===== config.mk =====
export PLATFORM = sky130hd
export DESIGN_NAME = seq_sched_flat
export DESIGN_NICKNAME = d
export VERILOG_FILES = /design/src/rtl/seq_sched_if.sv /design/src/rtl/seq_sched.sv /design/src/flat_wrapper.sv
export SDC_FILE = /design/constraint.sdc
export NUM_CORES = 1
export LEC_CHECK = 0
export CORE_AREA = 2 2 62 64
export DETAILED_ROUTE_END_ITERATION = 6
export DIE_AREA = 0 0 64 66
export PLACE_DENSITY_LB_ADDON = 0.15
export SLEW_MARGIN = 25
export SYNTH_ARGS = -nofsm -noshare
export SYNTH_HDL_FRONTEND = slang
export SYNTH_SLANG_ARGS = --single-unit
export TNS_END_PERCENT = 20

===== constraint.sdc =====
create_clock -name clk -period 2.2 [get_ports clk]
set_clock_uncertainty 0.05 [all_clocks]
set_input_delay 0.44 -clock clk [delete_from_list [all_inputs] [get_ports clk]]
set_output_delay 0.44 -clock clk [all_outputs]
set_load 0.05 [all_outputs]

===== src/rtl/seq_sched_if.sv =====
// Scheduler <-> requesters/consumer bundle: request levels, grant and the beat stream.
// SEQ_SCHED_ABORT_EN adds the abort input.
interface seq_sched_if #(
    parameter int NREQ = 4,
    parameter int IDW  = 2
);
    logic [NREQ-1:0] req;
    logic [NREQ-1:0] grant;
    logic            out_valid;
    logic            out_ready;
    logic [3:0]      out_data;
    logic [IDW-1:0]  out_id;
    logic            out_last;
    logic            busy;
`ifdef SEQ_SCHED_ABORT_EN
    logic            abort;

    modport master (input req, out_ready, abort,
                    output grant, out_valid, out_data, out_id, out_last, busy);
    modport slave  (output req, out_ready, abort,
                    input grant, out_valid, out_data, out_id, out_last, busy);
`else
    modport master (input req, out_ready,
                    output grant, out_valid, out_data, out_id, out_last, busy);
    modport slave  (output req, out_ready,
                    input grant, out_valid, out_data, out_id, out_last, busy);
`endif
endinterface


===== src/rtl/seq_sched.sv =====
// Round-robin scheduler sharing one 4-bit even-sequence engine among NREQ requesters.
// Optional early burst termination is enabled with SEQ_SCHED_ABORT_EN.
module seq_sched #(
    parameter int NREQ  = 4,
    parameter int BURST = 4,
    parameter int IDW   = 2
) (
    input logic         clk,
    input logic         reset,
    seq_sched_if.master bus
);
    localparam int CW = $clog2(BURST + 1);

    typedef enum logic {IDLE = 1'b0, RUN = 1'b1} state_t;

    state_t               state, state_nxt;
    logic [NREQ-1:0][2:0] saved_idx;
    logic [2:0]           cur_idx, idx_inc, wb_idx, load_idx;
    logic [CW-1:0]        beat_cnt;
    logic [IDW-1:0]       rr_ptr, owner, win_idx, ptr_nxt, cand;
    logic                 win_found, xfer, last, abort_hit, end_burst, start;

`ifdef SEQ_SCHED_ABORT_EN
    assign abort_hit = (state == RUN) && bus.abort;
`else
    assign abort_hit = 1'b0;
`endif

    assign xfer      = (state == RUN) && bus.out_ready;
    assign last      = (beat_cnt == CW'(BURST - 1));
    assign idx_inc   = cur_idx + 3'd1;
    // a beat accepted in the abort cycle counts as delivered
    assign wb_idx    = xfer ? idx_inc : cur_idx;
    assign end_burst = (xfer && last) || abort_hit;
    assign start     = ((state == IDLE) || end_burst) && win_found;
    // same requester re-granted back-to-back must see the index being written back
    assign load_idx  = (end_burst && (win_idx == owner)) ? wb_idx : saved_idx[win_idx];

    // first set request at or after rr_ptr, wrapping upward
    always_comb begin
        win_found = 1'b0;
        win_idx   = '0;
        cand      = '0;
        for (int k = 0; k < NREQ; k++) begin
            cand = IDW'((int'(rr_ptr) + k) % NREQ);
            if (!win_found && bus.req[cand]) begin
                win_found = 1'b1;
                win_idx   = cand;
            end
        end
        ptr_nxt = IDW'((int'(win_idx) + 1) % NREQ);
    end

    always_ff @(posedge clk) begin
        if (reset) state <= IDLE;
        else       state <= state_nxt;
    end

    always_comb begin
        state_nxt = state;
        case (state)
            IDLE:    if (win_found) state_nxt = RUN;
            RUN:     if (end_burst && !win_found) state_nxt = IDLE;
            default: state_nxt = IDLE;
        endcase
    end

    always_comb begin
        bus.grant     = '0;
        bus.out_valid = 1'b0;
        bus.out_data  = '0;
        bus.out_id    = '0;
        bus.out_last  = 1'b0;
        bus.busy      = 1'b0;
        if (state == RUN) begin
            bus.grant     = NREQ'(1) << owner;
            bus.out_valid = 1'b1;
            bus.out_data  = {cur_idx, 1'b0};
            bus.out_id    = owner;
            bus.out_last  = last;
            bus.busy      = 1'b1;
        end
    end

    always_ff @(posedge clk) begin
        if (reset) begin
            saved_idx <= '0;
            cur_idx   <= '0;
            beat_cnt  <= '0;
            rr_ptr    <= '0;
            owner     <= '0;
        end else begin
            if (end_burst) saved_idx[owner] <= wb_idx;
            if (start) begin
                owner    <= win_idx;
                rr_ptr   <= ptr_nxt;
                beat_cnt <= '0;
                cur_idx  <= load_idx;
            end else if (xfer) begin
                cur_idx  <= idx_inc;
                beat_cnt <= beat_cnt + CW'(1);
            end
        end
    end
endmodule


===== src/flat_wrapper.sv =====
// flat-port wrapper written by rule: the top's interface ports become plain ports
module seq_sched_flat 
#(
    parameter int NREQ  = 4,
    parameter int BURST = 4,
    parameter int IDW   = 2
)
  (clk, reset, bus_req, bus_out_ready, bus_grant, bus_out_valid, bus_out_data, bus_out_id, bus_out_last, bus_busy);
  seq_sched_if #(.NREQ(NREQ), .IDW(IDW)) bus_i ();
  input logic clk;
  input logic reset;
  input wire logic [$bits(bus_i.req)-1:0] bus_req;
  input wire logic [$bits(bus_i.out_ready)-1:0] bus_out_ready;
  output wire logic [$bits(bus_i.grant)-1:0] bus_grant;
  output wire logic [$bits(bus_i.out_valid)-1:0] bus_out_valid;
  output wire logic [$bits(bus_i.out_data)-1:0] bus_out_data;
  output wire logic [$bits(bus_i.out_id)-1:0] bus_out_id;
  output wire logic [$bits(bus_i.out_last)-1:0] bus_out_last;
  output wire logic [$bits(bus_i.busy)-1:0] bus_busy;
  assign bus_i.req = bus_req;
  assign bus_i.out_ready = bus_out_ready;
  assign bus_grant = bus_i.grant;
  assign bus_out_valid = bus_i.out_valid;
  assign bus_out_data = bus_i.out_data;
  assign bus_out_id = bus_i.out_id;
  assign bus_out_last = bus_i.out_last;
  assign bus_busy = bus_i.busy;
  seq_sched #(.NREQ(NREQ), .BURST(BURST), .IDW(IDW)) u_core (.clk(clk), .reset(reset), .bus(bus_i));
endmodule

# Word level (Yosys, flattened, before mapping)
# Index checks and enable logic that the tools add are counted.
# totals
regBits	23
latchBits	0
ram_bits	0
romBits	0
wordCells	73
n_memories	0
# classes
n_addsub	6
multipliers	0
div_mod_pow	0
magnitude_cmp	7
n_eq_ne	2
shifts	1
n_mux	32
bitwise_logic	1
reduce_logical	15
# op_table
operator	count
2-bit by 3-bit < comparator with 1-bit output, second input constant	6
3-bit two-way mux	5
12-bit bitwise mux	1
1-bit two-way mux	12
2-bit two-way mux	5
1-bit logical AND	9
1-bit binary-select mux with 2-bit select	4
4-bit two-way mux	2
3-bit by 1-bit adder with 3-bit output, second input constant	2
3-bit binary-select mux with 2-bit select	1
3-bit demux with 2-bit select	1
2-bit by 1-bit adder with 2-bit output, second input constant	2
2-bit adder, second input constant	2
1-bit logical NOT	4
1-bit by 2-bit left shift with 4-bit output, first input constant	1
3-bit by 2-bit equality test with 1-bit output, second input constant	1
2-bit equality test	1
2-bit by 1-bit >= comparator with 1-bit output, second input constant	1
1-bit case mux with 2 select lines	1
2-bit OR reduction	1
1-bit logical OR	1
1-bit inverter	1

# Logic depth before layout (Yosys ltp)
# logic_depth
depth_word	16
depth_mapped	8
ltp_nobuf	8

# Worst setup path before layout
# OpenSTA, ideal clock, no wires.
# synth_path
path_kind	flip-flop to output port
startpoint	reg u_core.state
endpoint	out bus_grant[1]
arrival_time_ns	2.217
t_required_ns	1.710
path_slack_ns	-0.507
stages_incl_launch_ff	4
n_path_buf	1
cell_sequence	dfxtp_1 clkbuf_1 and2_1 nor2b_1
# synth_via
elab_chain_len	1
# synth_lines
element	line	source
start, declared	seq_sched.sv:16	state_t state, state_nxt;
start signal, assigned	seq_sched.sv:56	else state <= state_nxt;
4-bit two-way mux	seq_sched.sv:75	if (state == RUN) begin
end, declared	flat_wrapper.sv:14	output wire logic [$bits(bus_i.grant)-1:0] bus_grant;
# Every way passes these cells.

# Worst setup path after layout
# layout_path
startpoint	in bus_req[2]
endpoint	reg u_core.cur_idx[2]
# layout_via
elab_chain_len	16
elab_cells_between_ends	29
classes_between	eq/ne: 1; mux: 20; reduce/logical: 8
# layout_lines
element	line	source
start, declared	flat_wrapper.sv:12	input wire logic [$bits(bus_i.req)-1:0] bus_req;
1-bit binary-select mux with 2-bit select	seq_sched.sv:46	if (!win_found && bus.req[cand]) begin
1-bit two-way mux (not written as such)	seq_sched.sv:46	
1-bit two-way mux	seq_sched.sv:46	
1-bit logical NOT	seq_sched.sv:46	
1-bit logical AND	seq_sched.sv:46	
1-bit two-way mux	seq_sched.sv:46	
1-bit logical NOT	seq_sched.sv:46	
1-bit logical AND	seq_sched.sv:46	
1-bit two-way mux	seq_sched.sv:46	
1-bit logical NOT	seq_sched.sv:46	
1-bit logical AND	seq_sched.sv:46	
2-bit two-way mux	seq_sched.sv:46	
3-bit binary-select mux with 2-bit select / 2-bit equality test (equally long branches)	seq_sched.sv:37	assign load_idx = (end_burst && (win_idx == owner)) ? wb_idx : saved_idx[win_idx];
3-bit two-way mux (not written as such) / 1-bit logical AND (equally long branches)	seq_sched.sv:37	
3-bit two-way mux	seq_sched.sv:37	
3-bit two-way mux *	seq_sched.sv:94	if (start) begin
end signal, assigned	seq_sched.sv:98	cur_idx <= load_idx;
end signal, assigned	seq_sched.sv:100	cur_idx <= idx_inc;
end, declared	seq_sched.sv:18	logic [2:0] cur_idx, idx_inc, wb_idx, load_idx;
# Mark *: on every way between the ends. The rest lies on a longest branch, timed or not. The select of a mux whose other input is x is not followed.
# A chain may end at the register's enable or synchronous reset.

==> load_flow_metrics.sql <==
INSERT INTO impl_metrics (metric_group, metric, value, unit) VALUES
('placed_design', 'io_buffers', '18', ''),
('clocking', 'cts-root-to-sink-buffers', '2', ''),
('yosys', 'synth-async-reset-ratio', '0', '%'),
('yosys', 'synthXorXnorAreaFrac', '4.17', '%'),
('setup_path', 'cp-start-kind', 'input pin', ''),
('floorplanning', 'die-width', '64', 'um'),
('placed_design', 'dpl_wire_length', '2240', 'um'),
('setup_path', 'setup.reg_to_reg.worst_slack', '320', 'ps'),
('yosys', 'nets_in_the_synthesized_netlist', '156', ''),
('setup_path', 'critPathLaunch', 'bus_req[2]', ''),
('setup_path', 'crit_type', 'in -> reg', ''),
('setup_path', 'critical_path_arrival', '2260', 'ps'),
('setup_path', 'cp.required', '2360', 'ps'),
('global_routing', 'gr-usage-all-layers', '15.5', '%'),
('status', 'outcome', 'complete, no violations', ''),
('min_path', 'worstHoldPathType', 'reg -> reg', ''),
('power', 'power_leakage', '0.689', 'nW'),
('power', 'fin_total_pwr', '0.922', 'mW'),
('yosys', 'synthDominantAreaCellType', 'dfxtp_1', ''),
('clocking', 'cts-buffers-inserted', '3', ''),
('global_routing', 'grt.overflow.total', '0', ''),
('clocking', 'source_to_sink_clock_delay_at_the_later_pin_of_the_worst_skew_pair', '310', 'ps'),
('yosys', 'synth_simple_gate_area_share', '21.1', '%'),
('yosys', 'yosysWarnings', '0', ''),
('clocking', 'cts_num_sinks', '23', ''),
('layout', 'diodes', '0', ''),
('yosys', 'post-synth-top-area-fraction', '36.5', '%'),
('sta', 'setup_viol', '0', ''),
('yosys', 'post-synth-top-count-cell', 'dfxtp_1', ''),
('route', 'drcViolationCount', '0', ''),
('yosys', 'synth_fa_ha_area_share', '2.98', '%'),
('setup_path', 'timing.critical_path.to_type', 'flop', ''),
('yosys', 'netlist_top_cells_count', 'dfxtp_1 (23), nor2_1 (22), mux2i_1 (13), a21oi_1 (9)', ''),
('yosys', 'synthTopCellsByArea', 'dfxtp_1 (37%), mux2i_1 (10%), nor2_1 (6.5%)', ''),
('clocking', 'cts.htree.levels', '1', ''),
('placed_design', 'postPlaceCellArea', '1610', 'sq um'),
('sta', 'timing.final.crit_share', '95.5', '%'),
('yosys', 'yosys_register_bits', '23', ''),
('floorplanning', 'pin_count', '20', ''),
('clocking', 'cts_root_buf', 'clkbuf_4', ''),
('min_path', 'min-delay-start', 'u_core.saved_idx[9]$_SDFFE_PP0P_', ''),
('setup_path', 'worst_flop_to_flop_path_startpoint', 'u_core.rr_ptr[1]$_SDFFE_PP0P_', ''),
('clocking', 'tritoncts', 'yes', ''),
('floorplanning', 'initial_utilization', '35.5', '%'),
('layout', 'stdcell_area', '1630', 'sq um'),
('global_routing', 'grt_start_max_net_pins', '18', ''),
('layout', 'nNetsFinal', '192', ''),
('route', 'drt_pass1_iterations', '4', ''),
('layout', 'area_growth_syn_to_layout', '29.5', '%'),
('global_routing', 'grt_first_pass_wirelength', '5000', 'um'),
('sta', 'worst_slew_pin_slew', '546', 'ps'),
('clocking', 'cts-resized-gates', '0', ''),
('sta', 'fin_worst_hold_slack', '436', 'ps'),
('yosys', 'synth_compound_gate_area_share', '17.7', '%'),
('route', 'routed_wire_length_per_instance', '12.4', 'um'),
('route', 'first_iter_violations', '56', ''),
('global_routing', 'number_of_antenna_violations_at_the_first_check_in_global_routing', '0', ''),
('yosys', 'syn_area_per_cell', '8.64', 'sq um'),
('route', 'total_wirelength', '2850', 'um'),
('yosys', 'synth_enable_flop_cells', '0', ''),
('sta', 'finalCriticalPeriod', '2100', 'ps'),
('setup_path', 'timing.critical_path.fanout_max', '2', ''),
('sta', 'timing.slew.headroom', '63.5', '%'),
('route', 'detailroute.via_count', '1130', ''),
('power', 'cell_pwr_density', '565', 'nW/um^2'),
('floorplanning', 'die_height', '66', 'um'),
('sta', 'finalHoldViolCount', '0', ''),
('sta', 'rsz0062_at_grt', 'no', ''),
('run', 'drv.max_cap_violation_count', '0', ''),
('floorplanning', 'core-area', '3550', 'sq um'),
('sta', 'finalMaxSlewViolations', '0', '');
## state kept, by name (all words and copies together) (netlist names)
signal and flops:
u_core.beat_cnt 3, u_core.rr_ptr 2, u_core.state 1, u_core.cur_idx 3, u_core.owner 2, u_core.saved_idx 12
## critical path: stages
cell,delay (ps)
clkdlybuf4s50_1,470
nor2b_1,180
a221oi_2,90
or2_2,320
xnor2_1,130
o31a_1,330
mux2_4,300
## layout make-up
class                      count  area [sq um]
tap                           48          60.1
timing repair buffer          38           313
fill                         361          1920
clock buffer                   4          26.3
inverter                       7          26.3
multi-input combinational    109           747
sequential                    23           460
## stage by stage
stage               std cells  setup TNS (ps)  setup slack [ps]
detailed placement        225            -621              -224
floorplan                 146            -284              -284
CTS                       229               0               105
finish                    229               0              99.4
global placement          225            -652              -214
global route              229               0              57.4
## final timing paths
check	cells after the start	endpoint
hold reg to reg	2	u_core.saved_idx[9]$_SDFFE_PP0P_
setup reg to reg	6	u_core.cur_idx[1]$_SDFF_PP0_
hold / removal	2	u_core.saved_idx[9]$_SDFFE_PP0P_
setup / recovery	7	u_core.cur_idx[2]$_SDFF_PP0_
## kinds of logic (layout without fill, tap and decap cells)
family	Yosys count	count (layout)
AOI/OAI and AO/OA	30	30
xor gates and xnor gates	6	6
adders and majority gates	3	3
buffers and inverters	14	49
DFF	23	23
muxes	15	15
other	1	1
and+or+nand+nor	54	54
## power by group
group          leakage [nW]  internal (mW)  switching (mW)  total (mW)
logic                 0.487          0.126           0.142       0.269
clock network        0.0150         0.0708           0.125       0.196
registers             0.187          0.431          0.0259       0.457
## metal layers
layer,up-vias,global-route usage [%],share of wire (%)
met2,21,27.2,49
met5,-,0,0
met4,0,5.71,1.1
li1,578,-,-
met1,526,18.9,46
met3,5,2.56,3.5
## layout by cell type, fill, tap and decap left out, types with 2 or more instances in the layout
cell type	n
a21oi_1	9
a211oi_1	7
a211o_1	2
dfxtp_1	23
nand2b_1	2
nand2_1	7
clkbuf_4	3
ha_1	3
o21ai_0	4
buf_4	31
xor2_1	3
o311a_1	3
and3_1	2
xnor2_1	3
nor2_1	22
clkdlybuf4s50_1	6
inv_1	7
nor3_1	4
mux2i_1	13
and2_1	6
nand3_1	3
Note: power is estimated with default switching activity, not from simulation.
